[config.mk]
export PLATFORM = sky130hd
export DESIGN_NAME = key_event_mapper
export DESIGN_NICKNAME = d
export VERILOG_FILES = /design/src/rtl/key_event_mapper_pkg.sv /design/src/rtl/key_event_mapper_lut.sv /design/src/rtl/key_event_mapper.sv
export SDC_FILE = /design/constraint.sdc
export NUM_CORES = 1
export LEC_CHECK = 0
export BUFFER_PORTS_ARGS = -buffer_cell sky130_fd_sc_hd__buf_2
export CAP_MARGIN = 20
export CORE_MARGIN = 5
export CORE_UTILIZATION = 45
export CTS_BUF_LIST = sky130_fd_sc_hd__clkbuf_8
export CTS_CLUSTER_DIAMETER = 80
export DETAILED_ROUTE_END_ITERATION = 8
export PLACE_DENSITY = 0.72
export REMOVE_ABC_BUFFERS = 1
export SETUP_SLACK_MARGIN = 0.15
export SYNTH_ARGS = -nofsm -noshare
export SYNTH_HDL_FRONTEND = slang
export SYNTH_SLANG_ARGS = --single-unit
[constraint.sdc]
create_clock -name clk -period 1.8 [get_ports clk]
set_clock_uncertainty 0.05 [all_clocks]
set_input_delay 0.36 -clock clk [delete_from_list [all_inputs] [get_ports clk]]
set_output_delay 0.36 -clock clk [all_outputs]
set_load 0.1 [all_outputs]
[src/rtl/key_event_mapper_pkg.sv]
// Shared definitions for the keyboard event mapper.
// - Key indices for the held-key vector, as seen by the player.
// - Source indices: 10 primary keys plus 4 arrow aliases.
// - Set-2 scan codes. Bit 8 marks the E0-extended prefix.
// - Direction enum and helpers for merging sources into keys.
package key_event_mapper_pkg;

    localparam int unsigned NUM_KEYS = 10;
    localparam int unsigned NUM_SRC  = 14;

    // Key indices in key_down / key_press
    localparam int unsigned KEY_DIGIT1 = 0;
    localparam int unsigned KEY_DIGIT2 = 1;
    localparam int unsigned KEY_DIGIT3 = 2;
    localparam int unsigned KEY_DIGIT4 = 3;
    localparam int unsigned KEY_UP     = 4;
    localparam int unsigned KEY_LEFT   = 5;
    localparam int unsigned KEY_DOWN   = 6;
    localparam int unsigned KEY_RIGHT  = 7;
    localparam int unsigned KEY_SPACE  = 8;
    localparam int unsigned KEY_ENTER  = 9;

    // Source indices.
    // A primary source shares its index with the key it drives.
    localparam logic [3:0] SRC_DIGIT1      = 4'd0;
    localparam logic [3:0] SRC_DIGIT2      = 4'd1;
    localparam logic [3:0] SRC_DIGIT3      = 4'd2;
    localparam logic [3:0] SRC_DIGIT4      = 4'd3;
    localparam logic [3:0] SRC_W           = 4'd4;
    localparam logic [3:0] SRC_A           = 4'd5;
    localparam logic [3:0] SRC_S           = 4'd6;
    localparam logic [3:0] SRC_D           = 4'd7;
    localparam logic [3:0] SRC_SPACE       = 4'd8;
    localparam logic [3:0] SRC_ENTER       = 4'd9;
    localparam logic [3:0] SRC_ARROW_UP    = 4'd10;
    localparam logic [3:0] SRC_ARROW_LEFT  = 4'd11;
    localparam logic [3:0] SRC_ARROW_DOWN  = 4'd12;
    localparam logic [3:0] SRC_ARROW_RIGHT = 4'd13;

    // Scan codes: {E0 prefix, set-2 code}
    localparam logic [8:0] CODE_1       = 9'h016;
    localparam logic [8:0] CODE_2       = 9'h01E;
    localparam logic [8:0] CODE_3       = 9'h026;
    localparam logic [8:0] CODE_4       = 9'h025;
    localparam logic [8:0] CODE_W       = 9'h01D;
    localparam logic [8:0] CODE_A       = 9'h01C;
    localparam logic [8:0] CODE_S       = 9'h01B;
    localparam logic [8:0] CODE_D       = 9'h023;
    localparam logic [8:0] CODE_SPACE   = 9'h029;
    localparam logic [8:0] CODE_ENTER   = 9'h05A;
    localparam logic [8:0] CODE_E0_UP   = 9'h175;
    localparam logic [8:0] CODE_E0_LEFT = 9'h16B;
    localparam logic [8:0] CODE_E0_DOWN = 9'h172;
    localparam logic [8:0] CODE_E0_RGHT = 9'h174;

    typedef enum logic {
        DIR_LEFT  = 1'b0,
        DIR_RIGHT = 1'b1
    } dir_e;

    function automatic logic is_left_src(input logic [3:0] idx);
        return (idx == SRC_A) || (idx == SRC_ARROW_LEFT);
    endfunction

    function automatic logic is_right_src(input logic [3:0] idx);
        return (idx == SRC_D) || (idx == SRC_ARROW_RIGHT);
    endfunction

    // OR every source onto the key it drives.
    function automatic logic [NUM_KEYS-1:0] raw_from_src(input logic [NUM_SRC-1:0] src);
        logic [NUM_KEYS-1:0] raw;
        raw            = src[NUM_KEYS-1:0];
        raw[KEY_UP]    = src[SRC_W] | src[SRC_ARROW_UP];
        raw[KEY_LEFT]  = src[SRC_A] | src[SRC_ARROW_LEFT];
        raw[KEY_DOWN]  = src[SRC_S] | src[SRC_ARROW_DOWN];
        raw[KEY_RIGHT] = src[SRC_D] | src[SRC_ARROW_RIGHT];
        return raw;
    endfunction

    // Resolve a left/right conflict.
    // When both are held, only the direction pressed last is reported.
    function automatic logic [NUM_KEYS-1:0] resolve_lr(input logic [NUM_KEYS-1:0] raw,
                                                       input dir_e last_dir);
        logic [NUM_KEYS-1:0] keys;
        keys = raw;
        if (raw[KEY_LEFT] && raw[KEY_RIGHT]) begin
            keys[KEY_LEFT]  = (last_dir == DIR_LEFT);
            keys[KEY_RIGHT] = (last_dir == DIR_RIGHT);
        end
        return keys;
    endfunction

endpackage

[src/rtl/key_event_mapper_lut.sv]
// Combinational scan-code decoder.
//   evt_code : {E0 prefix, set-2 scan code}
//   hit      : 1 when the code belongs to a game key
//   src_idx  : source register index for the code (valid when hit=1)
// Non-extended codes must have bit 8 clear.
// For example, 0x75 without the prefix is keypad 8, which is not a game key.
module key_code_lut
    import key_event_mapper_pkg::*;
(
    input  logic [8:0] evt_code,
    output logic       hit,
    output logic [3:0] src_idx
);

    always_comb begin
        hit     = 1'b1;
        src_idx = '0;
        unique case (evt_code)
            CODE_1:       src_idx = SRC_DIGIT1;
            CODE_2:       src_idx = SRC_DIGIT2;
            CODE_3:       src_idx = SRC_DIGIT3;
            CODE_4:       src_idx = SRC_DIGIT4;
            CODE_W:       src_idx = SRC_W;
            CODE_A:       src_idx = SRC_A;
            CODE_S:       src_idx = SRC_S;
            CODE_D:       src_idx = SRC_D;
            CODE_SPACE:   src_idx = SRC_SPACE;
            CODE_ENTER:   src_idx = SRC_ENTER;
            CODE_E0_UP:   src_idx = SRC_ARROW_UP;
            CODE_E0_LEFT: src_idx = SRC_ARROW_LEFT;
            CODE_E0_DOWN: src_idx = SRC_ARROW_DOWN;
            CODE_E0_RGHT: src_idx = SRC_ARROW_RIGHT;
            default:      hit     = 1'b0;
        endcase
    end

endmodule

[src/rtl/key_event_mapper.sv]
// Converts PS/2 make/break events into the held-key vector used by the player.
// - WASD and the arrow keys drive the same bits.
// - Left/right conflicts report only the direction pressed last.
// - An idle timeout releases all keys, which recovers from a lost break code.
// Ports:
//   clk        system clock
//   rst        asynchronous, active-high reset
//   evt_valid  one-cycle strobe: evt_code/evt_make valid
//   evt_code   {E0 prefix, set-2 scan code}
//   evt_make   1 = make/typematic repeat, 0 = break
//   key_down   registered held state (0-3 digits, 4 up, 5 left, 6 down, 7 right, 8 space, 9 enter)
//   key_press  one-cycle pulse on each 0->1 edge of key_down
//   timeout    one-cycle pulse when the idle release-all fires
module key_event_mapper
    import key_event_mapper_pkg::*;
#(
    parameter int unsigned TIMEOUT = 100_000_000,
    parameter int unsigned CNT_W   = 27
) (
    input  logic       clk,
    input  logic       rst,
    input  logic       evt_valid,
    input  logic [8:0] evt_code,
    input  logic       evt_make,
    output logic [9:0] key_down,
    output logic [9:0] key_press,
    output logic       timeout
);

    localparam logic [CNT_W-1:0] TIMEOUT_C = CNT_W'(TIMEOUT);

    logic                lut_hit;
    logic [3:0]          lut_src;

    logic [NUM_SRC-1:0]  src_q, src_d;
    dir_e                dir_q, dir_d;
    logic [CNT_W-1:0]    cnt_q, cnt_d;
    logic [NUM_KEYS-1:0] key_down_q, key_down_d;
    logic [NUM_KEYS-1:0] key_press_q, key_press_d;
    logic                timeout_q, timeout_d;
    logic [NUM_KEYS-1:0] raw_q;

    key_code_lut u_lut (
        .evt_code (evt_code),
        .hit      (lut_hit),
        .src_idx  (lut_src)
    );

    assign raw_q = raw_from_src(src_q);

    always_comb begin
        src_d     = src_q;
        dir_d     = dir_q;
        cnt_d     = cnt_q;
        timeout_d = 1'b0;

        // An event takes priority over the timeout.
        // If both land in the same cycle, the counter just clears.
        if (evt_valid) begin
            cnt_d = '0;
            if (lut_hit) begin
                src_d[lut_src] = evt_make;
                if (evt_make && is_left_src(lut_src)) begin
                    dir_d = DIR_LEFT;
                end else if (evt_make && is_right_src(lut_src)) begin
                    dir_d = DIR_RIGHT;
                end
            end
        end else if (raw_q == '0) begin
            cnt_d = '0;
        end else if (cnt_q >= TIMEOUT_C) begin
            src_d     = '0;
            cnt_d     = '0;
            timeout_d = 1'b1;
        end else begin
            cnt_d = cnt_q + CNT_W'(1);
        end

        // key_down and key_press are registered from the next source state.
        // This gives key_down one edge after the event, with its press pulse
        // in the same cycle.
        key_down_d  = resolve_lr(raw_from_src(src_d), dir_d);
        key_press_d = key_down_d & ~key_down_q;
    end

    always_ff @(posedge clk or posedge rst) begin
        if (rst) begin
            src_q       <= '0;
            dir_q       <= DIR_LEFT;
            cnt_q       <= '0;
            key_down_q  <= '0;
            key_press_q <= '0;
            timeout_q   <= 1'b0;
        end else begin
            src_q       <= src_d;
            dir_q       <= dir_d;
            cnt_q       <= cnt_d;
            key_down_q  <= key_down_d;
            key_press_q <= key_press_d;
            timeout_q   <= timeout_d;
        end
    end

    assign key_down  = key_down_q;
    assign key_press = key_press_q;
    assign timeout   = timeout_q;

endmodule

==> flow_metrics.tcl, run 1 <==
set metrics [dict create \
    cp.required_ps 1990 \
    status "complete, but fails checks" \
    num_vias 2543 \
    grt_remaining_overflow 0 \
    fin_ws_ps -87.1 \
    p_int_mw 2.12 \
    path_class "reg -> reg" \
    fmax_ghz 0.530 \
    yosysTopAreaCellShare 0.478 \
    ys_types 49 \
    met1_usage 0.235 \
    cts_max_level 3 \
    cap_violations 0 \
    track_usage 0.178 \
    synth-edff-count 0 \
    dieHeight_um 91.4 \
    floorplan.initialDensity 0.467 \
    busiest_layer "met2" \
    grt_use_met2 0.281 \
    synthesis.area_um2 2980 \
    cp.arrival_ps 2070 \
    min_period_ps 1890 \
    cp-end-kind "register" \
    drive_gt1_frac 0.389 \
    sequentialPowerShare 0.450 \
    drt_iter0_markers 246 \
    nets 403 \
    cp-start-kind "register" \
    grt_pass1_wl_um 12100 \
    areaGrowthSynthToFinish_pct 34.4 \
    syn_inst 290 \
    die_w_um 91.4 \
    vias_per_cell 5.41 \
    power_density_nw_per_um2 741 \
    antenna_cells 0 \
    power_switching_mw 0.851 \
    grt_util_met3 0.0446 \
    cts_sinks 57 \
    report.final.hold_viol_count 0 \
    cts_root_buf "clkbuf_8" \
    antenna_left 0 \
    numCtsBuffers 9 \
    place_hpwl_um 5000 \
    hp-class "in -> async" \
    maxSlewHeadroom 0.684 \
    rsz0062_at_grt "true" \
    cts_tree "done" \
    drt_pass1_iterations 4 \
    fin_crit_sh 1.05 \
    power.leakage_nw 1.91 \
    seq_area_frac_synth 0.478 \
    wl_um 7280 \
    yosysTopAreaCell "dfrtp_1" \
    slew_violations 0 \
    core.rowCount 29 \
    power_frac_comb 0.158 \
    dieArea_um2 8350 \
    ys_warn_count 0 \
    grt_pass1_vias 2520 \
    yosys-top-cells-area "dfrtp_1, nor2_1, xor2_1" \
    ys_ff_latch 57 \
    swShare 0.287 \
    grt_start_max_net_pins 58 \
    vdd_drop_max_v 0.000493 \
    ios 34 \
    crit_fanout 8 \
    insertion_delay_ps 340 \
    clkPwrFrac 0.392 \
    ys_async_sr_fraction 1.00 \
    synth.avg_cell_area_um2 10.3 \
    fin_tns_setup_ps -1500 \
    place.gp.congestion 0.918 \
    placed_cells 447 \
    violations "negative setup slack" \
    ys_dominant_reg_cell "dfrtp_1" \
    drcViolationCount 0 \
    clk_pin_slew_worst_paths_ps 60 \
    tightestPinTransition_ps 468 \
    stdcell_count 470 \
    antenna_found_initial 0 \
    core_area_um2 6390 \
    wl_per_cell_um 15.5 \
    cts_buffer_depth 2 \
    io_buffers 33 \
    setup_viol 38 \
]
-- cell usage in the layout, fill, tap and decap left out, drive strengths merged, types with 2 or more instances in the layout --
master | netlist | final
and4 | 3 | 3
clkinv | 0 | 2
nor2b | 3 | 3
mux2i | 12 | 12
a31oi | 2 | 2
nor3 | 6 | 6
buf | 12 | 101
nand4 | 14 | 14
xnor2 | 7 | 7
nand4b | 3 | 3
nor4b | 4 | 4
clkbuf | 3 | 11
dfrtp | 57 | 57
xor2 | 17 | 17
nand2 | 15 | 15
ha | 2 | 2
inv | 12 | 15
and2 | 5 | 5
and3 | 5 | 5
o21ai | 2 | 2
nor2 | 50 | 50
nand3 | 14 | 14
nor4 | 7 | 7
nand2b | 7 | 7
a21o | 4 | 4
a21oi | 5 | 5
nand3b | 2 | 2
a2111oi | 2 | 2
-- metrics by stage --
stage                     setup WS (ps)  hold WS [ps]  power (mW)   util  area [µm²]
after floorplan                    -682           380        1.63      -        2870
after global placement             -118           354        1.79  0.567        3620
after detailed placement           -178           357        1.80  0.567        3620
after CTS                         -95.1          23.6        2.96  0.608        3880
after global routing               -165          43.3        3.10  0.627        4010
final                             -87.1          13.2        2.97  0.627        4010
-- cells by family (layout without fill, tap and decap cells) --
logic type	Yosys count	after routing	synth area share
fa+ha+maj	2	2	0.00839
compound gates	23	23	0.0751
flops	57	57	0.478
simple gates	145	145	0.275
xor+xnor	24	24	0.0705
buf+inv	27	130	0.0525
mux	12	12	0.0403
-- sequential cells by signal (all words and copies together), names as in the netlist --
name / cells
dir_q: 1
src_q: 9
cnt_q: 27
key_press: 10
timeout: 1
key_down: 9
-- area by class of cell --
type | count | area (µm²)
fill | 505 | 2380
clock buffer | 10 | 138
inverter | 12 | 45.0
clock inverter | 6 | 51.3
tap | 77 | 96.3
timing repair buffer | 102 | 739
sequential | 57 | 1430
multi-input combinational | 206 | 1510
-- cells in the mapped netlist (2+ instances only) --
library cell	instances
and4_1	3
nand2b_1	7
xnor2_1	7
inv_1	12
a21o_1	3
nor4b_1	2
nand4b_1	3
ha_1	2
dfrtp_1	57
mux2i_1	12
nor3_1	6
nand2_1	15
nor4b_4	2
nor2_1	50
buf_4	6
a2111oi_4	2
buf_6	4
nand3_1	12
clkbuf_1	3
o21ai_0	2
a31oi_1	2
and2_1	4
nand4_1	14
buf_2	2
nor2b_1	3
xor2_1	17
nor4_1	7
and3_1	5
nand3b_1	2
a21oi_1	5
-- final timing paths --
path	slack (ps)	cells past startpoint	startpoint	endpoint
worst max register to register	-90	6	cnt_q[12]	key_press[7]
worst max-delay path	-90	6	cnt_q[12]	key_press[7]
worst min-delay path	10	3	rst	timeout
max in group asynchronous	1430	3	rst	cnt_q[19]
min in group clk	320	3	evt_make	key_down[1]
worst min register to register	360	1	key_down[4]	key_press[4]
-- per-layer routing --
metal,up-vias,wire (µm)
met2,78,3570
met4,0,167
li1,1204,-
met5,-,0
met1,1244,3120
met3,17,419
-- repair_timing --
item	4_1_cts	5_1_grt
resized for setup	20	24
endpoints found under the setup margin	54	51
hold buffers	0	0
setup buffers	2	5
pin swaps	22	5
-- worst max-delay path: stages (launching register included) --
cell and delay, ps:
dfrtp_1 380, or4_4 550, o211ai_4 250, a2111oi_4 120, buf_6 160, buf_6 120, a2111oi_4 160
-- power groups by stage --
stage	clock (mW)	sequential (mW)	combinational (mW)
after floorplan	0	1.49	0.138
after global placement	0	1.36	0.433
after detailed placement	0	1.36	0.439
after CTS	1.18	1.33	0.452
after global routing	1.26	1.34	0.502
final	1.16	1.34	0.469
No activity file was read; power rests on OpenSTA's default activity.
==> run 2: changes to the inputs <==
clock period = 1.5 ns   (was 1.8 ns; I/O delays follow)
==> run 2 against run 1 <==
  * The flow still finishes with violations (negative setup slack)
  * Critical path depth stayed put
  * Power up 32%
  * Global-route usage is 0.70 points higher
  * Combinational power rose by 42%
  * Non-clock buffer count rose by 31
  * Wire length is 6.7% higher
  * Worst setup slack lost 300 ps
  * Clock power is 43% higher
  * Fmax shrank 0.26%
  * Final cell count is 6.4% higher
  * Largest power group is now the clock network
==> flow_metrics.tcl, run 2 (same netlist as run 1, synthesis figures left out) <==
set metrics [dict create \
    largest_register_ffs 27 \
    stdcell_count 500 \
    cts_sinks 57 \
    power.leakage_nw 2.12 \
    clk_pin_slew_worst_paths_ps 60 \
    fin_tns_setup_ps -15660 \
    track_usage 0.186 \
    antenna_cells 0 \
    final_common_cell "buf_4" \
    num_vias 2664 \
    wl_um 7760 \
    cp.required_ps 1730 \
    min_path_cells 4 \
    slew_violations 0 \
    r2r-start "cnt_q[8]" \
    vias_per_cell 5.33 \
    grt_remaining_overflow 0 \
    place_hpwl_um 5200 \
    min_period_ps 1890 \
    drt_iter0_markers 233 \
    antenna_left 0 \
    hp-class "in -> reg" \
    cts_max_level 3 \
    clkPwrFrac 0.422 \
    power_switching_mw 1.03 \
    crit_chain "or4_4 -> o211ai_4 -> buf_4 -> a21oi_4 -> nor3_1 -> o31a_1" \
    drcViolationCount 0 \
    timing.rr.end "key_press[6]" \
    wl_per_cell_um 15.5 \
    cp-start-kind "register" \
    io_buffers 33 \
    dieArea_um2 8350 \
    status "complete, but fails checks" \
    power_density_nw_per_um2 882 \
    cts_buffer_depth 2 \
    final_cell_mix "buf_4, dfrtp_1, nor2_1" \
    cts_tree "done" \
    cp.arrival_ps 2120 \
    cts_root_buf "clkbuf_8" \
    areaGrowthSynthToFinish_pct 49.3 \
    die_w_um 91.4 \
    grt_pass1_vias 2631 \
    hp-start "evt_code[8]" \
    fill_cells 446 \
    violations "negative setup slack" \
    grt_pass1_wl_um 12600 \
    vdd_drop_max_v 0.000764 \
    whs_ps 303 \
    regArea_um2 1430 \
    fmax_ghz 0.529 \
    report.final.hold_viol_count 0 \
    swShare 0.263 \
    numCtsBuffers 9 \
    p_int_mw 2.90 \
    fin_crit_sh 1.26 \
    floorplan.initialDensity 0.467 \
    power_frac_comb 0.170 \
    drive_gt1_frac 0.444 \
    cp_slowest_cell "or4_4" \
    sequentialPowerShare 0.409 \
    reg2reg_slack_ps -390 \
    placed_cells 473 \
    multi_input_area_um2 1510 \
    min_to "key_press[2]" \
    dieHeight_um 91.4 \
    place.gp.congestion 0.858 \
    core_area_um2 6390 \
    fin_ws_ps -392 \
    antenna_found_initial 0 \
    tightestPinTransition_ps 547 \
    cap_violations 0 \
    setup_viol 50 \
    drt_pass1_iterations 5 \
    power.total_mw 3.93 \
    max_stage_delay_ps 550 \
    regMostFlops "cnt_q" \
    rsz0062_at_grt "true" \
    core.rowCount 29 \
    ios 34 \
    grt_start_max_net_pins 58 \
    insertion_delay_ps 340 \
    maxSlewHeadroom 0.630 \
    cp-end-kind "register" \
    path_class "reg -> reg" \
    reg2reg_depth 6 \
    nets 434 \
    crit_fanout 3 \
]
## run 2: changes by cell type in the layout (fill, tap and decap cells not counted), moves of 3 or more
cell    before  now
inv_1       14   11
buf_2       28   12
buf_12       2   10
nor2_1      32   36
buf_6        3   10
nor4_1       7    4
nor2_4       5    0
buf_4       67   99
## run 2: layer usage
| metal | global-route usage | vias up | share of wire |
|---|---|---|---|
| met3 | 0.0397 | 17 | 0.044 |
| met2 | 0.294 | 72 | 0.51 |
| li1 | - | 1268 | - |
| met4 | 0.0685 | 0 | 0.022 |
| met5 | 0 | - | 0 |
| met1 | 0.249 | 1307 | 0.43 |
## run 2: repair_timing
action | in CTS | in global routing
endpoints found under the hold margin | 57 | 0
buffers inserted | 2 | 9
pin swaps | 19 | 9
hold buffers | 1 | 0
resized for setup | 34 | 26
setup endpoints to repair | 71 | 62
## run 2: through the flow
| step | area, µm² | worst slack, ps | utilization |
|---|---|---|---|
| global route | 4450 | -466 | 0.697 |
| CTS | 4280 | -347 | 0.670 |
| detailed placement | 3940 | -422 | 0.616 |
| floorplan | 2870 | -982 | - |
| global placement | 3940 | -355 | 0.616 |
| finish | 4450 | -392 | 0.697 |
## run 2: power by group through the flow
stage | logic [mW] | clock network (mW) | registers, mW
after floorplan | 0.166 | 0 | 1.78
after global placement | 0.591 | 0 | 1.62
after detailed placement | 0.598 | 0 | 1.62
after CTS | 0.633 | 1.68 | 1.60
after global routing | 0.708 | 1.77 | 1.61
final | 0.667 | 1.66 | 1.60
## run 2: critical path: cells and delay by family (launching register included)
family	cells	cell delay (ps)
AO/OA/AOI/OAI	3	470
AND/OR/NAND/NOR	2	750
flip-flops	1	380
buffers and inverters	1	170
## run 2: worst max-delay path by stage
stage,startpoint,endpoint,slack [ps],depth (start not counted)
final,cnt_q[8],key_press[6],-390,6
after global routing,cnt_q[8],cnt_q[11],-470,6
after CTS,cnt_q[8],src_q[12],-350,5
after detailed placement,evt_code[8],key_press[7],-420,6
after global placement,evt_code[6],key_down[6],-350,6
after floorplan,key_down[3],key_press[5],-980,5
## run 2: final cells by class
cell class,count,share of cell area
flip-flops and latches,57,0.321
repair buffers,133,0.256
multi-input cells,206,0.340
inverters,12,0.0101
clock buffers,12,0.0371
well taps,77,0.0216
clock inverters,3,0.0143
==> run 3: changes to the inputs <==
SKIP_CTS_REPAIR_TIMING = 1   (was default)
==> run 3 against run 2 <==
  * The flow still finishes with violations (negative setup slack)
  * Core utilization down 0.72 points
  * Global-route usage fell by 0.47 points
  * Wire length shrank 1.3%
  * Sequential share of layout area increased by 0.34 points
  * Worst setup slack improved by 10 ps
  * First-iteration DRC count rose by 2.1%
  * Power fell by 0.39%
  * Final cell count fell by 1.2%
  * Critical path depth unchanged
  * Largest cell class unchanged
  * Sequential power about the same
  * Via count is 1.1% lower
==> flow_metrics.tcl, run 3 (same netlist as run 1, synthesis figures left out) <==
set metrics [dict create \
    status "complete, but fails checks" \
    violations "negative setup slack" \
    floorplan.initialDensity 0.467 \
    cts_root_buf "clkbuf_8" \
    areaGrowthSynthToFinish_pct 47.7 \
    grt_start_max_net_pins 58 \
    final_common_cell "buf_4" \
    report.final.hold_viol_count 0 \
    antenna_found_initial 0 \
    antenna_left 0 \
    placed_cells 473 \
    largest_register_ffs 27 \
    reg2reg_depth 6 \
    power_density_nw_per_um2 888 \
    place.gp.congestion 0.858 \
    num_vias 2636 \
    maxSlewHeadroom 0.605 \
    core.rowCount 29 \
    fin_crit_sh 1.25 \
    power.total_mw 3.91 \
    rsz0062_at_grt "true" \
    fmax_ghz 0.531 \
    final_cell_mix "buf_4, dfrtp_1, nor2_1" \
    ios 34 \
    clk_pin_slew_worst_paths_ps 60 \
    dieHeight_um 91.4 \
    wl_per_cell_um 15.5 \
    min_period_ps 1880 \
    die_w_um 91.4 \
    cp_slowest_cell "or4_4" \
    track_usage 0.181 \
    vias_per_cell 5.34 \
    grt_pass1_vias 2605 \
    cp.required_ps 1720 \
    final_util 0.690 \
    numCtsBuffers 9 \
    cts_tree "done" \
    core_area_um2 6390 \
    drt_iter0_markers 238 \
    path_class "reg -> reg" \
    nets 428 \
    path_delay_family "simple AND/OR/NAND/NOR gates" \
    power.leakage_nw 2.09 \
    hp-class "in -> reg" \
    cp-start-kind "register" \
    grt_pass1_wl_um 12300 \
    fin_ws_ps -382 \
    min_path_cells 3 \
    path_depth 6 \
    vdd_drop_max_v 0.000929 \
    dieArea_um2 8350 \
    cts_sinks 57 \
    slew_violations 0 \
    wl_um 7660 \
    cts_buffer_depth 2 \
    cts_max_level 3 \
    setup_viol 50 \
    critPathBufInv 1 \
    crit_chain "or4_4 -> o211ai_4 -> buf_4 -> a21oi_4 -> nor3_1 -> o31a_1" \
    stdcell_count 494 \
    crit_fanout 3 \
    drt_pass1_iterations 4 \
    antenna_cells 0 \
    max_stage_delay_ps 550 \
    io_buffers 33 \
    tightestPinTransition_ps 592 \
    cp-end-kind "register" \
    cap_violations 0 \
    grt_remaining_overflow 0 \
    cp.arrival_ps 2110 \
    fin_tns_setup_ps -15990 \
    regMostFlops "cnt_q" \
    drcViolationCount 0 \
    place_hpwl_um 5200 \
    insertion_delay_ps 340 \
    drive_gt1_frac 0.432 \
]
-- run 3: power breakdown --
group | leakage (nW) | total (mW) | internal [mW] | switching (mW)
clock | 0.120 | 1.65 | 1.06 | 0.590
combinational | 1.18 | 0.661 | 0.260 | 0.401
sequential | 0.789 | 1.60 | 1.58 | 0.0275
-- run 3: final timing paths --
path | end | from | slack, ps
min in group asynchronous | cnt_q[21] | rst | 510
hold / removal | key_press[8] | evt_code[2] | 300
setup reg to reg | key_press[6] | cnt_q[8] | -380
max in group asynchronous | cnt_q[12] | rst | 630
hold reg to reg | key_press[4] | key_down[4] | 410
setup / recovery | key_press[6] | cnt_q[8] | -380
-- run 3: worst register-to-register path, stage by stage (launching register included) --
cell and delay [ps]:
dfrtp_1 380, or4_4 550, o211ai_4 250, buf_4 170
a21oi_4 60, nor3_1 200, o31a_1 160
-- run 3: cell type report --
| cell class | count | area (µm²) |
|---|---|---|
| fillers | 464 | 1980 |
| clock buffers | 12 | 165 |
| inverters | 12 | 45.0 |
| flip-flops and latches | 57 | 1430 |
| clock inverters | 3 | 63.8 |
| repair buffers | 127 | 1100 |
| multi-input cells | 206 | 1510 |
| well taps | 77 | 96.3 |
-- run 3: through the flow --
step                instance area, µm²  worst slack [ps]  hold slack (ps)
floorplan                         2870              -982              320
global placement                  3940              -355              325
detailed placement                3940              -422              330
CTS                               4160              -359            -35.3
global route                      4400              -464              309
finish                            4400              -382              297
-- run 3: metal layers --
layer  global-route usage  part of all wire  vias up
met2                0.283              0.50       80
met1                0.242              0.43     1287
met4               0.0733             0.016        0
li1                     -                 -     1258
met5                    0                 0        -
met3               0.0413             0.053       11
